`config.mk`:
```
export PLATFORM = sky130hd
export DESIGN_NAME = axil_map_initiator
export DESIGN_NICKNAME = d
export VERILOG_FILES = /design/src/rtl/axil_map_initiator.sv
export SDC_FILE = /design/constraint.sdc
export NUM_CORES = 1
export LEC_CHECK = 0
export CORE_ASPECT_RATIO = 0.75
export CORE_MARGIN = 2
export CORE_UTILIZATION = 28
export CTS_CLUSTER_DIAMETER = 30
export DETAILED_ROUTE_END_ITERATION = 12
export DONT_BUFFER_PORTS = 1
export PLACE_DENSITY = 0.53
export SETUP_SLACK_MARGIN = 0.1
export SKIP_CTS_REPAIR_TIMING = 1
export SLEW_MARGIN = 15
export SYNTH_ARGS = -nofsm -noshare
export SYNTH_HDL_FRONTEND = slang
export SYNTH_SLANG_ARGS = --single-unit
```
`constraint.sdc`:
```
create_clock -name clk -period 4.7 [get_ports clk]
set_input_delay 0.94 -clock clk [delete_from_list [all_inputs] [get_ports clk]]
set_output_delay 0.94 -clock clk [all_outputs]
set_load 0.005 [all_outputs]
```
`src/rtl/axil_map_initiator.sv`:
```
// Initiator end of the axil_map stream protocol: command stream in, sRA/sWA/sW/sR/sB channels out,
// in-order read results on a buffered rd stream. Define AXIL_INIT_STATS_EN to add n_wr/n_rd counters.
module axil_map_initiator #(
  parameter int N_ADDR  = 10,
  parameter int N_DATA  = 32,
  parameter int MAX_OUT = 4
) (
  input  logic                   clk,
  input  logic                   rst,
  input  logic [N_DATA+N_ADDR:0] cmd,
  input  logic                   cmd_valid,
  output logic                   cmd_ready,
  output logic [N_ADDR-1:0]      sRA,
  output logic                   sRA_valid,
  input  logic                   sRA_ready,
  output logic [N_ADDR-1:0]      sWA,
  output logic                   sWA_valid,
  input  logic                   sWA_ready,
  output logic [N_DATA-1:0]      sW,
  output logic                   sW_valid,
  input  logic                   sW_ready,
  input  logic [N_DATA-1:0]      sR,
  input  logic                   sR_valid,
  output logic                   sR_ready,
  input  logic                   sB_valid,
  output logic                   sB_ready,
  output logic [N_DATA-1:0]      rd,
  output logic                   rd_valid,
  input  logic                   rd_ready,
  output logic                   idle
`ifdef AXIL_INIT_STATS_EN
  ,
  output logic [N_DATA-1:0]      n_wr,
  output logic [N_DATA-1:0]      n_rd
`endif
);

  localparam int AW = $clog2(MAX_OUT);
  localparam int CW = AW + 1;
  localparam logic [CW-1:0] MAX_CNT = CW'(MAX_OUT);
  localparam logic [CW-1:0] ONE     = CW'(1);

  typedef enum logic [1:0] {S_IDLE, S_WR, S_HAZ, S_RD} state_t;

  state_t              state_reg, state_next;
  logic [N_ADDR-1:0]   sra_reg, swa_reg;
  logic [N_DATA-1:0]   sw_reg;
  logic                wa_pend_reg, w_pend_reg;
  logic [CW-1:0]       wr_out_reg, wr_out_next;
  logic [CW-1:0]       rd_out_reg, rd_out_next;
  logic [CW-1:0]       fifo_cnt_reg, fifo_cnt_next;
  logic [AW-1:0]       wr_ptr_reg, rd_ptr_reg;
  logic [N_DATA-1:0]   fifo_mem [MAX_OUT];

  logic                cmd_op;
  logic [N_DATA-1:0]   cmd_data;
  logic [N_ADDR-1:0]   cmd_addr;
  logic [CW:0]         rd_commit;
  logic                wr_credit, rd_credit;
  logic                cmd_fire, wa_fire, w_fire, ra_fire;
  logic                b_take, r_take, pop, wr_done;

  assign cmd_op   = cmd[N_DATA+N_ADDR];
  assign cmd_data = cmd[N_ADDR +: N_DATA];
  assign cmd_addr = cmd[N_ADDR-1:0];

  // Both credits gate acceptance, whatever the op, so cmd_ready never depends on the payload
  assign rd_commit = {1'b0, rd_out_reg} + {1'b0, fifo_cnt_reg};
  assign wr_credit = wr_out_reg < MAX_CNT;
  assign rd_credit = rd_commit < {1'b0, MAX_CNT};
  assign cmd_ready = !rst && (state_reg == S_IDLE) && wr_credit && rd_credit;

  assign sRA       = sra_reg;
  assign sWA       = swa_reg;
  assign sW        = sw_reg;
  assign sRA_valid = (state_reg == S_RD);
  assign sWA_valid = wa_pend_reg;
  assign sW_valid  = w_pend_reg;
  assign sR_ready  = 1'b1;
  assign sB_ready  = 1'b1;

  assign cmd_fire = cmd_valid && cmd_ready;
  assign wa_fire  = sWA_valid && sWA_ready;
  assign w_fire   = sW_valid && sW_ready;
  assign ra_fire  = sRA_valid && sRA_ready;
  assign b_take   = sB_valid && (wr_out_reg != '0);
  assign r_take   = sR_valid && (rd_out_reg != '0);
  assign rd_valid = (fifo_cnt_reg != '0);
  assign pop      = rd_valid && rd_ready;
  assign rd       = fifo_mem[rd_ptr_reg];
  assign wr_done  = (state_reg == S_WR) && !(wa_pend_reg && !wa_fire) && !(w_pend_reg && !w_fire);
  assign idle     = (state_reg == S_IDLE) && (wr_out_reg == '0) && (rd_out_reg == '0) &&
                    (fifo_cnt_reg == '0);

  always_comb begin
    state_next = state_reg;
    case (state_reg)
      S_IDLE: if (cmd_fire) state_next = cmd_op ? S_WR : ((wr_out_reg != '0) ? S_HAZ : S_RD);
      S_WR:   if (wr_done) state_next = S_IDLE;
      S_HAZ:  if (wr_out_reg == '0) state_next = S_RD;
      S_RD:   if (ra_fire) state_next = S_IDLE;
      default: state_next = S_IDLE;
    endcase
  end

  // Issue and response in the same cycle cancel out
  always_comb begin
    wr_out_next = wr_out_reg;
    if (wr_done && !b_take)      wr_out_next = wr_out_reg + ONE;
    else if (!wr_done && b_take) wr_out_next = wr_out_reg - ONE;
  end

  always_comb begin
    rd_out_next = rd_out_reg;
    if (ra_fire && !r_take)      rd_out_next = rd_out_reg + ONE;
    else if (!ra_fire && r_take) rd_out_next = rd_out_reg - ONE;
  end

  always_comb begin
    fifo_cnt_next = fifo_cnt_reg;
    if (r_take && !pop)      fifo_cnt_next = fifo_cnt_reg + ONE;
    else if (!r_take && pop) fifo_cnt_next = fifo_cnt_reg - ONE;
  end

  always_ff @(posedge clk) begin
    if (rst) begin
      state_reg    <= S_IDLE;
      sra_reg      <= '0;
      swa_reg      <= '0;
      sw_reg       <= '0;
      wa_pend_reg  <= 1'b0;
      w_pend_reg   <= 1'b0;
      wr_out_reg   <= '0;
      rd_out_reg   <= '0;
      fifo_cnt_reg <= '0;
      wr_ptr_reg   <= '0;
      rd_ptr_reg   <= '0;
    end else begin
      state_reg    <= state_next;
      wr_out_reg   <= wr_out_next;
      rd_out_reg   <= rd_out_next;
      fifo_cnt_reg <= fifo_cnt_next;
      if (cmd_fire && cmd_op) begin
        swa_reg     <= cmd_addr;
        sw_reg      <= cmd_data;
        wa_pend_reg <= 1'b1;
        w_pend_reg  <= 1'b1;
      end else begin
        if (wa_fire) wa_pend_reg <= 1'b0;
        if (w_fire)  w_pend_reg  <= 1'b0;
      end
      if (cmd_fire && !cmd_op) sra_reg <= cmd_addr;
      if (r_take) wr_ptr_reg <= wr_ptr_reg + 1'b1;
      if (pop)    rd_ptr_reg <= rd_ptr_reg + 1'b1;
    end
  end

  // Read-data buffer storage; occupancy is tracked above so it needs no reset
  always_ff @(posedge clk) begin
    if (r_take) fifo_mem[wr_ptr_reg] <= sR;
  end

`ifdef AXIL_INIT_STATS_EN
  logic [N_DATA-1:0] n_wr_reg, n_rd_reg;

  always_ff @(posedge clk) begin
    if (rst) begin
      n_wr_reg <= '0;
      n_rd_reg <= '0;
    end else begin
      if (b_take) n_wr_reg <= n_wr_reg + 1'b1;
      if (r_take) n_rd_reg <= n_rd_reg + 1'b1;
    end
  end

  assign n_wr = n_wr_reg;
  assign n_rd = n_rd_reg;
`endif

endmodule
```
==> flow_summary.yaml, run 1 <==
outcome:
  outcome: "finished clean"
power_and_ir_drop:
  p_clk_frac: 0.298
  p_seq_frac: 0.498
  combPwrFrac: 0.205
  switchingPower_uw: 1389
  intPower_uw: 3247
  ir_drop_mv: 0.2499
  p_leak_uw: 0.002632
  powerDensity_nw_per_um2: 553.5
  sw_frac_of_total: 0.2995
clock_tree:
  clk_latency_ns: 0.43
  cts.path.max_buffers: 2
  cts_sinks: 199
  cts_tree: "done"
  numCtsBuffers: 17
  htree_levels: 4
  clk_pin_slew_ns: 0.07
  root_buffer: "clkbuf_16"
floorplanning:
  rows: 51
  initial_core_util: 0.2869
  die_area_um2: 28150
  io_pins: 176
  coreArea_um2: 26160
  die_w_um: 193.1
  chipHeight_um: 145.8
critical_path:
  r2r-start: "fifo_cnt_reg[2]"
  slowest_delay_ns: 0.92
  path_delay_family: "flip-flops"
  path_buf_inv: 1
  critPathLaunchType: "flip-flop"
  crit_path_end_kind: "output pin"
  rrSetupSlack_ns: 2.32
  worstPathCellList: "buf_4 -> mux4_2"
  cp-endpoint: "rd[17]"
  worst-endpoint-required_ns: 3.76
  cp_slowest_cell: "dfxtp_2"
  rr_worst_depth: 8
  cp_max_fo: 24
  cp.depth: 2
  cp.arrival_ns: 2.26
  r2r_end: "fifo_cnt_reg[2]"
  path_class: "reg -> out"
sta:
  fmax_ghz: 0.3123
  whs_ns: 0.4717
  setup-tns-final_ns: 0
  rsz0062_at_grt: "no"
  final_hold_viol_count: 0
  relSlewSlack: 0.3624
  finClkSkew_ns: 0.007870
  post-route-period-util: 0.6813
  maxSlewViolCount: 0
  layout_setup_ws_ns: 1.498
  setup_violations: 0
  period_minus_slack_ns: 3.202
  tightestPinTransition_ns: 0.9565
place:
  gp_congestion: 0.8304
  dp_hpwl_um: 10680
  port_buffers: 0
  place_ws_ns: 1.798
  dp_cells: 833
detailed_routing:
  drc_errors: 0
  vias: 4091
  firstDrtPassIters: 6
  wl_per_cell_um: 18.71
  drtAntennaViolNets: 0
  drt_iter0_drc: 213
  vias_per_cell: 4.729
  totalWireLength_um: 16190
min_path:
  hp-class: "reg -> reg"
global_routing:
  grt_antenna_before_repair: 0
  grt_pass1_wl_um: 24250
  grt_pass1_vias: 4251
  grt_max_degree: 72
  grtUsageTotal: 0.1156
  grt.overflow.total: 0
finish:
  top_register: "fifo_mem"
  nets: 604
  layout-drive-gt1-share: 0.1459
  instances_no_fill: 865
  largest_reg_flops: 128
  n_antenna_cell: 0
  area_growth_pct: 11.58
flow_run:
  drv_cap: 0
yosys:
  syn_area_per_cell_um2: 14.52
  syn-cell-area_um2: 7507
  ys_seq_area_frac: 0.7013
  netlist_instances: 517
  yosysUniqueCellTypes: 40
  yosys_register_bits: 199
  ys_warn_count: 0
## Yosys cell counts
master    instances  area (µm²)
a21boi_0          1       7.510
a21oi_1          56       280.3
a22oi_1           1       7.510
a31oi_1           1       6.260
and2_1            5       31.28
and2b_1           1       7.510
and3_1            1       6.260
and4_1            2       17.52
and4bb_1          1       12.51
buf_1             3       11.26
buf_2            10       50.05
buf_4             4       30.03
buf_6             1       11.26
clkbuf_1         14       52.55
conb_1            1       3.750
dfxtp_1          71        1421
edfxtp_1        128        3844
fa_1              3       60.06
ha_1              9       112.6
inv_1             8       30.03
mux2i_1           3       30.03
mux4_2           32       720.7
nand2_1          89       334.1
nand3_1          13       65.06
nand4_1           2       12.51
nor2_1           19       71.32
nor2b_1           1       6.260
nor3_1            3       15.01
nor3_4            1       16.27
nor3b_1           1       7.510
nor4b_1           1       8.760
o21ai_0          13       65.06
o311ai_0          1       8.760
o31a_1            1       8.760
or3_1             3       18.77
or3_2             2       15.01
or3_4             1       11.26
or4b_1            1       10.01
xnor2_1           1       8.760
xor2_1            8       70.07
## cell type report
cell class / instances / area (µm²)
timing repair buffer: 3 / 22.52
clock inverter: 14 / 130.1
sequential: 199 / 5268
inverter: 8 / 30.03
tap: 344 / 430.4
multi-input combinational: 279 / 2067
clock buffer: 18 / 429.2
fill: 2579 / 17790
## worst min-delay path by stage
| stage | startpoint | end | slack [ns] | cells after the start |
|---|---|---|---|---|
| 2_1_floorplan | sWA[9] | sWA[9] | 0.45 | 2 |
| 3_3_place_gp | sW[17] | sW[17] | 0.46 | 2 |
| 3_5_place_dp | sW[21] | sW[21] | 0.46 | 2 |
| 4_1_cts | sW[13] | sW[13] | 0.47 | 2 |
| 5_1_grt | sW[21] | sW[21] | 0.49 | 2 |
| 6_report | sW[13] | sW[13] | 0.47 | 2 |
## power groups by stage
| stage | Sequential, µW | Clock, µW | Combinational, µW |
|---|---|---|---|
| 6_report | 2310 | 1380 | 949 |
| 5_1_grt | 2350 | 1500 | 1050 |
| 4_1_cts | 2320 | 1430 | 968 |
| 3_5_place_dp | 2350 | 0 | 965 |
| 3_3_place_gp | 2340 | 0 | 916 |
| 2_1_floorplan | 2230 | 0 | 826 |
## layer usage
layer | vias to the layer above | track usage | routed length [µm]
met4 | 0 | 0.03636 | 188
met1 | 2005 | 0.1282 | 6230
met2 | 207 | 0.1870 | 7644
met5 | - | 0 | 0
met3 | 11 | 0.06583 | 2125
li1 | 1868 | - | -
## worst reg2reg max path, cell delays in order, from the launching register on
cell and delay, ns:
dfxtp_1 0.34, or3_1 0.49, nand2_1 0.16, ha_1 0.21, inv_1 0.07, fa_1 0.38
xor2_1 0.16, or3_1 0.32, a21oi_1 0.16
## metrics by stage
| step | area [µm²] | utilization | power [µW] |
|---|---|---|---|
| global route | 8377 | 0.3202 | 4896 |
| finish | 8377 | 0.3202 | 4636 |
| CTS | 8376 | 0.3201 | 4714 |
| floorplan | 7511 | - | 3052 |
| global placement | 7816 | 0.2988 | 3260 |
| detailed placement | 7816 | 0.2988 | 3319 |
## placed cells by master (no fill, tap or decap), types with 4 or more instances in the layout
| cell | n |
|---|---|
| edfxtp_1 | 128 |
| clkbuf_16 | 17 |
| a21oi_1 | 56 |
| xor2_1 | 8 |
| inv_8 | 4 |
| mux4_2 | 32 |
| nand2_1 | 89 |
| nor2_1 | 19 |
| inv_6 | 4 |
| inv_1 | 8 |
| and2_2 | 4 |
| ha_1 | 9 |
| o21ai_0 | 13 |
| dfxtp_1 | 69 |
| nand3_1 | 13 |
## logic make-up after synthesis
logic type | synth area share
flip-flops | 0.7013
AND/OR/NAND/NOR | 0.08883
AO/OA/AOI/OAI | 0.05117
buffers and inverters | 0.02467
multiplexers | 0.1000
adder cells (fa/ha/maj) | 0.02300
XOR/XNOR | 0.01050
other | 0.0004995
(Power assumes the default switching activity.)
==> run 2, diff against run 1 <==
==> constraint.sdc (replaced) <==
create_clock -name clk -period 3.35 [get_ports clk]
set_input_delay 0.67 -clock clk [delete_from_list [all_inputs] [get_ports clk]]
set_output_delay 0.67 -clock clk [all_outputs]
set_load 0.005 [all_outputs]
==> run 2 against run 1 <==
Utilization is 0.35 points higher. Worst setup slack worse by 0.77 ns. Highest routed layer unchanged. Critical path depth stayed put. Non-clock buffer count is 5 higher. Register-to-register slack worse by 1.3 ns.
==> flow_summary.yaml, run 2 (synthesis gave the netlist of run 1 again) <==
outcome:
  outcome: "finished clean"
global_routing:
  grt_max_degree: 72
  grtUsageTotal: 0.1173
  grt_pass1_vias: 4239
  grt_pass1_wl_um: 24390
  grt_antenna_before_repair: 0
  grt.overflow.total: 0
detailed_routing:
  wl_per_cell_um: 18.78
  drc_errors: 0
  vias: 4147
  vias_per_cell: 4.778
  totalWireLength_um: 16300
  firstDrtPassIters: 4
  drt_iter0_drc: 160
  drtAntennaViolNets: 0
finish:
  top_register: "fifo_mem"
  final_common_cell: "edfxtp_1"
  fill_cells: 2551
  layout-drive-gt1-share: 0.1527
  seqCellArea_um2: 5268
  final_cell_mix: "edfxtp_1, nand2_1, dfxtp_1, a21oi_1, mux4_2"
  n_antenna_cell: 0
  multi_input_area_um2: 2066
  nets: 609
  largest_reg_flops: 128
  area_growth_pct: 12.82
clock_tree:
  clk_pin_slew_ns: 0.08
  root_buffer: "clkbuf_16"
  cts_tree: "done"
  clk_latency_ns: 0.43
  cts.path.max_buffers: 2
  htree_levels: 4
  cts_sinks: 199
  numCtsBuffers: 17
floorplanning:
  initial_core_util: 0.2869
  io_pins: 176
  coreArea_um2: 26160
  die_area_um2: 28150
  die_w_um: 193.1
  rows: 51
  chipHeight_um: 145.8
sta:
  post-route-period-util: 0.7829
  relSlewSlack: 0.4007
  period_minus_slack_ns: 2.623
  setup_violations: 0
  final_hold_viol_count: 0
  rsz0062_at_grt: "no"
  finClkSkew_ns: 0.01276
  setup-tns-final_ns: 0
  fmax_ghz: 0.3813
  tightestPinTransition_ns: 0.8990
  maxSlewViolCount: 0
critical_path:
  path_delay_family: "multiplexers"
  cp.arrival_ns: 1.95
  path_buf_inv: 1
  crit_path_end_kind: "output pin"
  critPathLaunchType: "flip-flop"
  slowest_delay_ns: 0.58
  path_class: "reg -> out"
  worstPathCellList: "buf_4 -> mux4_2"
  worst-endpoint-required_ns: 2.68
  cp_max_fo: 13
  cp_slowest_cell: "mux4_2"
power_and_ir_drop:
  ir_drop_mv: 0.3897
  powerDensity_nw_per_um2: 792.0
  finalPower_uw: 6707
  p_leak_uw: 0.002684
place:
  dp_hpwl_um: 10980
  gp_congestion: 0.8331
  port_buffers: 0
min_path:
  hp-class: "in -> reg"
flow_run:
  drv_cap: 0
[run 2: cell types whose count changed in the layout (fill, tap and decap cells not counted), sizes merged]
| cell | delta |
|---|---|
| buf | +5 |
| bufinv | +3 |
| clkbuf | -1 |
| clkinv | -2 |
| inv | -2 |
[run 2: cell type report]
cell class	count	area share
flip-flops and latches	199	0.6220
multi-input cells	279	0.2439
well taps	344	0.05082
clock buffers	17	0.05023
clock inverters	13	0.02246
repair buffers	8	0.007091
inverters	8	0.003546
[run 2: layer usage]
layer | share of wire | global-route usage | vias up
li1 | - | - | 1874
met1 | 0.39 | 0.1316 | 2075
met2 | 0.47 | 0.1873 | 181
met3 | 0.12 | 0.06414 | 17
met4 | 0.016 | 0.04242 | 0
met5 | 0 | 0 | -
[run 2: worst paths after layout]
kind	start	end	cells past startpoint	slack [ns]
worst min register to register	sW[14]	sW[14]	2	0.47
worst min-delay path	rst	sRA[8]	1	0.30
worst max register to register	fifo_cnt_reg[0]	fifo_cnt_reg[2]	8	1.04
worst max-delay path	flip-flop	rd[6]	2	0.73
[run 2: power by group]
group	internal, µW	leakage (µW)	switching (µW)
clock	1200	0.000298	937
combinational	629	0.000651	765
sequential	2950	0.00173	229
total	4780	0.00268	1930
[run 2: metrics by stage]
stage,util,hold WS (ns),cell area [µm²],worst slack [ns],std cells
after global placement,0.3002,0.4573,7854,0.7585,838
after detailed placement,0.3002,0.4591,7854,0.7228,838
final,0.3237,0.2973,8469,0.7273,868
after global routing,0.3237,0.2685,8469,0.5700,868
after floorplan,-,0.4474,7511,0.8868,518
after CTS,0.3237,0.2702,8469,0.6267,868
==> run 3, diff against run 2 <==
==> constraint.sdc (replaced) <==
create_clock -name clk -period 2.5 [get_ports clk]
set_input_delay 0.5 -clock clk [delete_from_list [all_inputs] [get_ports clk]]
set_output_delay 0.5 -clock clk [all_outputs]
set_load 0.005 [all_outputs]
==> run 3 against run 2 <==
Critical path depth rose by 2. Clock-buffer cell count rose by 2. Cell count rose by 0.81%. Combinational power rose by 51%. Sequential share of layout area fell by 0.58 points. Sequential power rose by 33%. Flip-flop and latch count did not move. Cell area rose by 0.99%. Global-route usage rose by 0.21 points. Worst hold slack got worse by 0.17 ns. Wire length rose by 2.1%.
==> flow_summary.yaml, run 3 (synthesis gave the netlist of run 1 again) <==
outcome:
  outcome: "finished clean"
global_routing:
  grt_pass1_wl_um: 24940
  grt_antenna_before_repair: 0
  grt_busiest_layer: "met2"
  grt_max_degree: 72
  groute.layer.met3.usage: 0.06101
  grt.overflow.total: 0
  use_met2: 0.1966
  grt_pass1_vias: 4400
  grtUsageTotal: 0.1193
  gr-usage-met1: 0.1337
critical_path:
  path_buf_inv: 0
  cp.arrival_ns: 1.77
  slowest_delay_ns: 0.36
  critPathLaunchType: "flip-flop"
  worst-endpoint-required_ns: 2.00
  cp_max_fo: 5
  crit_path_end_kind: "output pin"
  worstPathCellList: "ha_1 -> nor3_4 -> nand3_1 -> nor3_2"
  cp_slowest_cell: "dfxtp_1"
  path_delay_family: "simple AND/OR/NAND/NOR gates"
  path_class: "reg -> out"
place:
  gp_congestion: 0.8381
  place_ws_ns: -0.0004481
  dp_hpwl_um: 10730
  port_buffers: 0
flow_run:
  drv_cap: 0
sta:
  maxSlewViolCount: 0
  rsz0062_at_grt: "no"
  setup-tns-final_ns: 0
  whs_ns: 0.1292
  post-route-period-util: 0.9062
  period_minus_slack_ns: 2.265
  layout_setup_ws_ns: 0.2346
  fmax_ghz: 0.4414
  finClkSkew_ns: 0.01316
  setup_violations: 0
  final_hold_viol_count: 0
  relSlewSlack: 0.6354
  tightestPinTransition_ns: 0.5469
power_and_ir_drop:
  intPower_uw: 6309
  finalPower_uw: 8936
  switchingPower_uw: 2627
  p_clk_frac: 0.293
  combPwrFrac: 0.235
  p_seq_frac: 0.472
  p_leak_uw: 0.002706
  ir_drop_mv: 0.5064
  powerDensity_nw_per_um2: 1045
  sw_frac_of_total: 0.2940
floorplanning:
  chipHeight_um: 145.8
  initial_core_util: 0.2869
  die_w_um: 193.1
  rows: 51
  coreArea_um2: 26160
  io_pins: 176
  die_area_um2: 28150
detailed_routing:
  vias_per_cell: 4.763
  vias: 4168
  drt_iter0_drc: 154
  drc_errors: 0
  totalWireLength_um: 16650
  firstDrtPassIters: 4
  drtAntennaViolNets: 0
  wl_per_cell_um: 19.03
finish:
  largest_reg_flops: 128
  nets: 614
  layout-drive-gt1-share: 0.1638
  final_cell_mix: "edfxtp_1, nand2_1, dfxtp_1, a21oi_1, mux4_2"
  final_common_cell: "edfxtp_1"
  n_antenna_cell: 0
  top_register: "fifo_mem"
  area_growth_pct: 13.93
clock_tree:
  clk_pin_slew_ns: 0.08
  root_buffer: "clkbuf_16"
  cts.path.max_buffers: 2
  htree_levels: 4
  cts_sinks: 199
  cts_tree: "done"
  clk_latency_ns: 0.43
  numCtsBuffers: 17
min_path:
  hp-class: "in -> reg"
## run 3: metal layers
metal | up-vias | routed length (µm)
met2 | 182 | 7830
met3 | 13 | 1912
met5 | - | 0
met4 | 0 | 184
met1 | 2083 | 6721
li1 | 1890 | -
## run 3: layout make-up
| class | count | area, µm² |
|---|---|---|
| clock buffers | 19 | 432.9 |
| clock inverters | 13 | 121.4 |
| fillers | 2546 | 17610 |
| inverters | 8 | 30.03 |
| multi-input cells | 279 | 2078 |
| flip-flops and latches | 199 | 5270 |
| well taps | 344 | 430.4 |
| repair buffers | 13 | 190.2 |
## run 3: stage by stage
step	instances	util	cell area, µm²
after CTS	874	0.3254	8513
after global routing	875	0.3269	8553
after global placement	842	0.3042	7959
after floorplan	518	-	7511
final	875	0.3269	8553
after detailed placement	842	0.3042	7959
## run 3: worst reg2reg max path, delay by kind of cell, from the launching register on
kind / cells / cell delay (ns)
and+or+nand+nor: 3 / 0.87
adders and majority gates: 2 / 0.61
DFF: 1 / 0.33
xor gates and xnor gates: 1 / 0.16
AOI/OAI and AO/OA: 1 / 0.14
buffers and inverters: 1 / 0.06
## run 3: worst paths after layout
check	from	to	slack, ns	cells after the start
setup / recovery	rd_out_reg[2]	cmd_ready	0.23	4
hold / removal	rst	sW[13]	0.13	1
hold reg to reg	sW[26]	sW[26]	0.47	2
setup reg to reg	sW_valid	wr_out_reg[2]	0.27	8
## run 3: power groups by stage
stage	Sequential [µW]	Combinational, µW	Clock (µW)
2_1_floorplan	4190	1550	0
3_3_place_gp	4250	2010	0
3_5_place_dp	4270	2110	0
4_1_cts	4210	2110	2720
5_1_grt	4270	2320	2830
6_report	4220	2100	2620
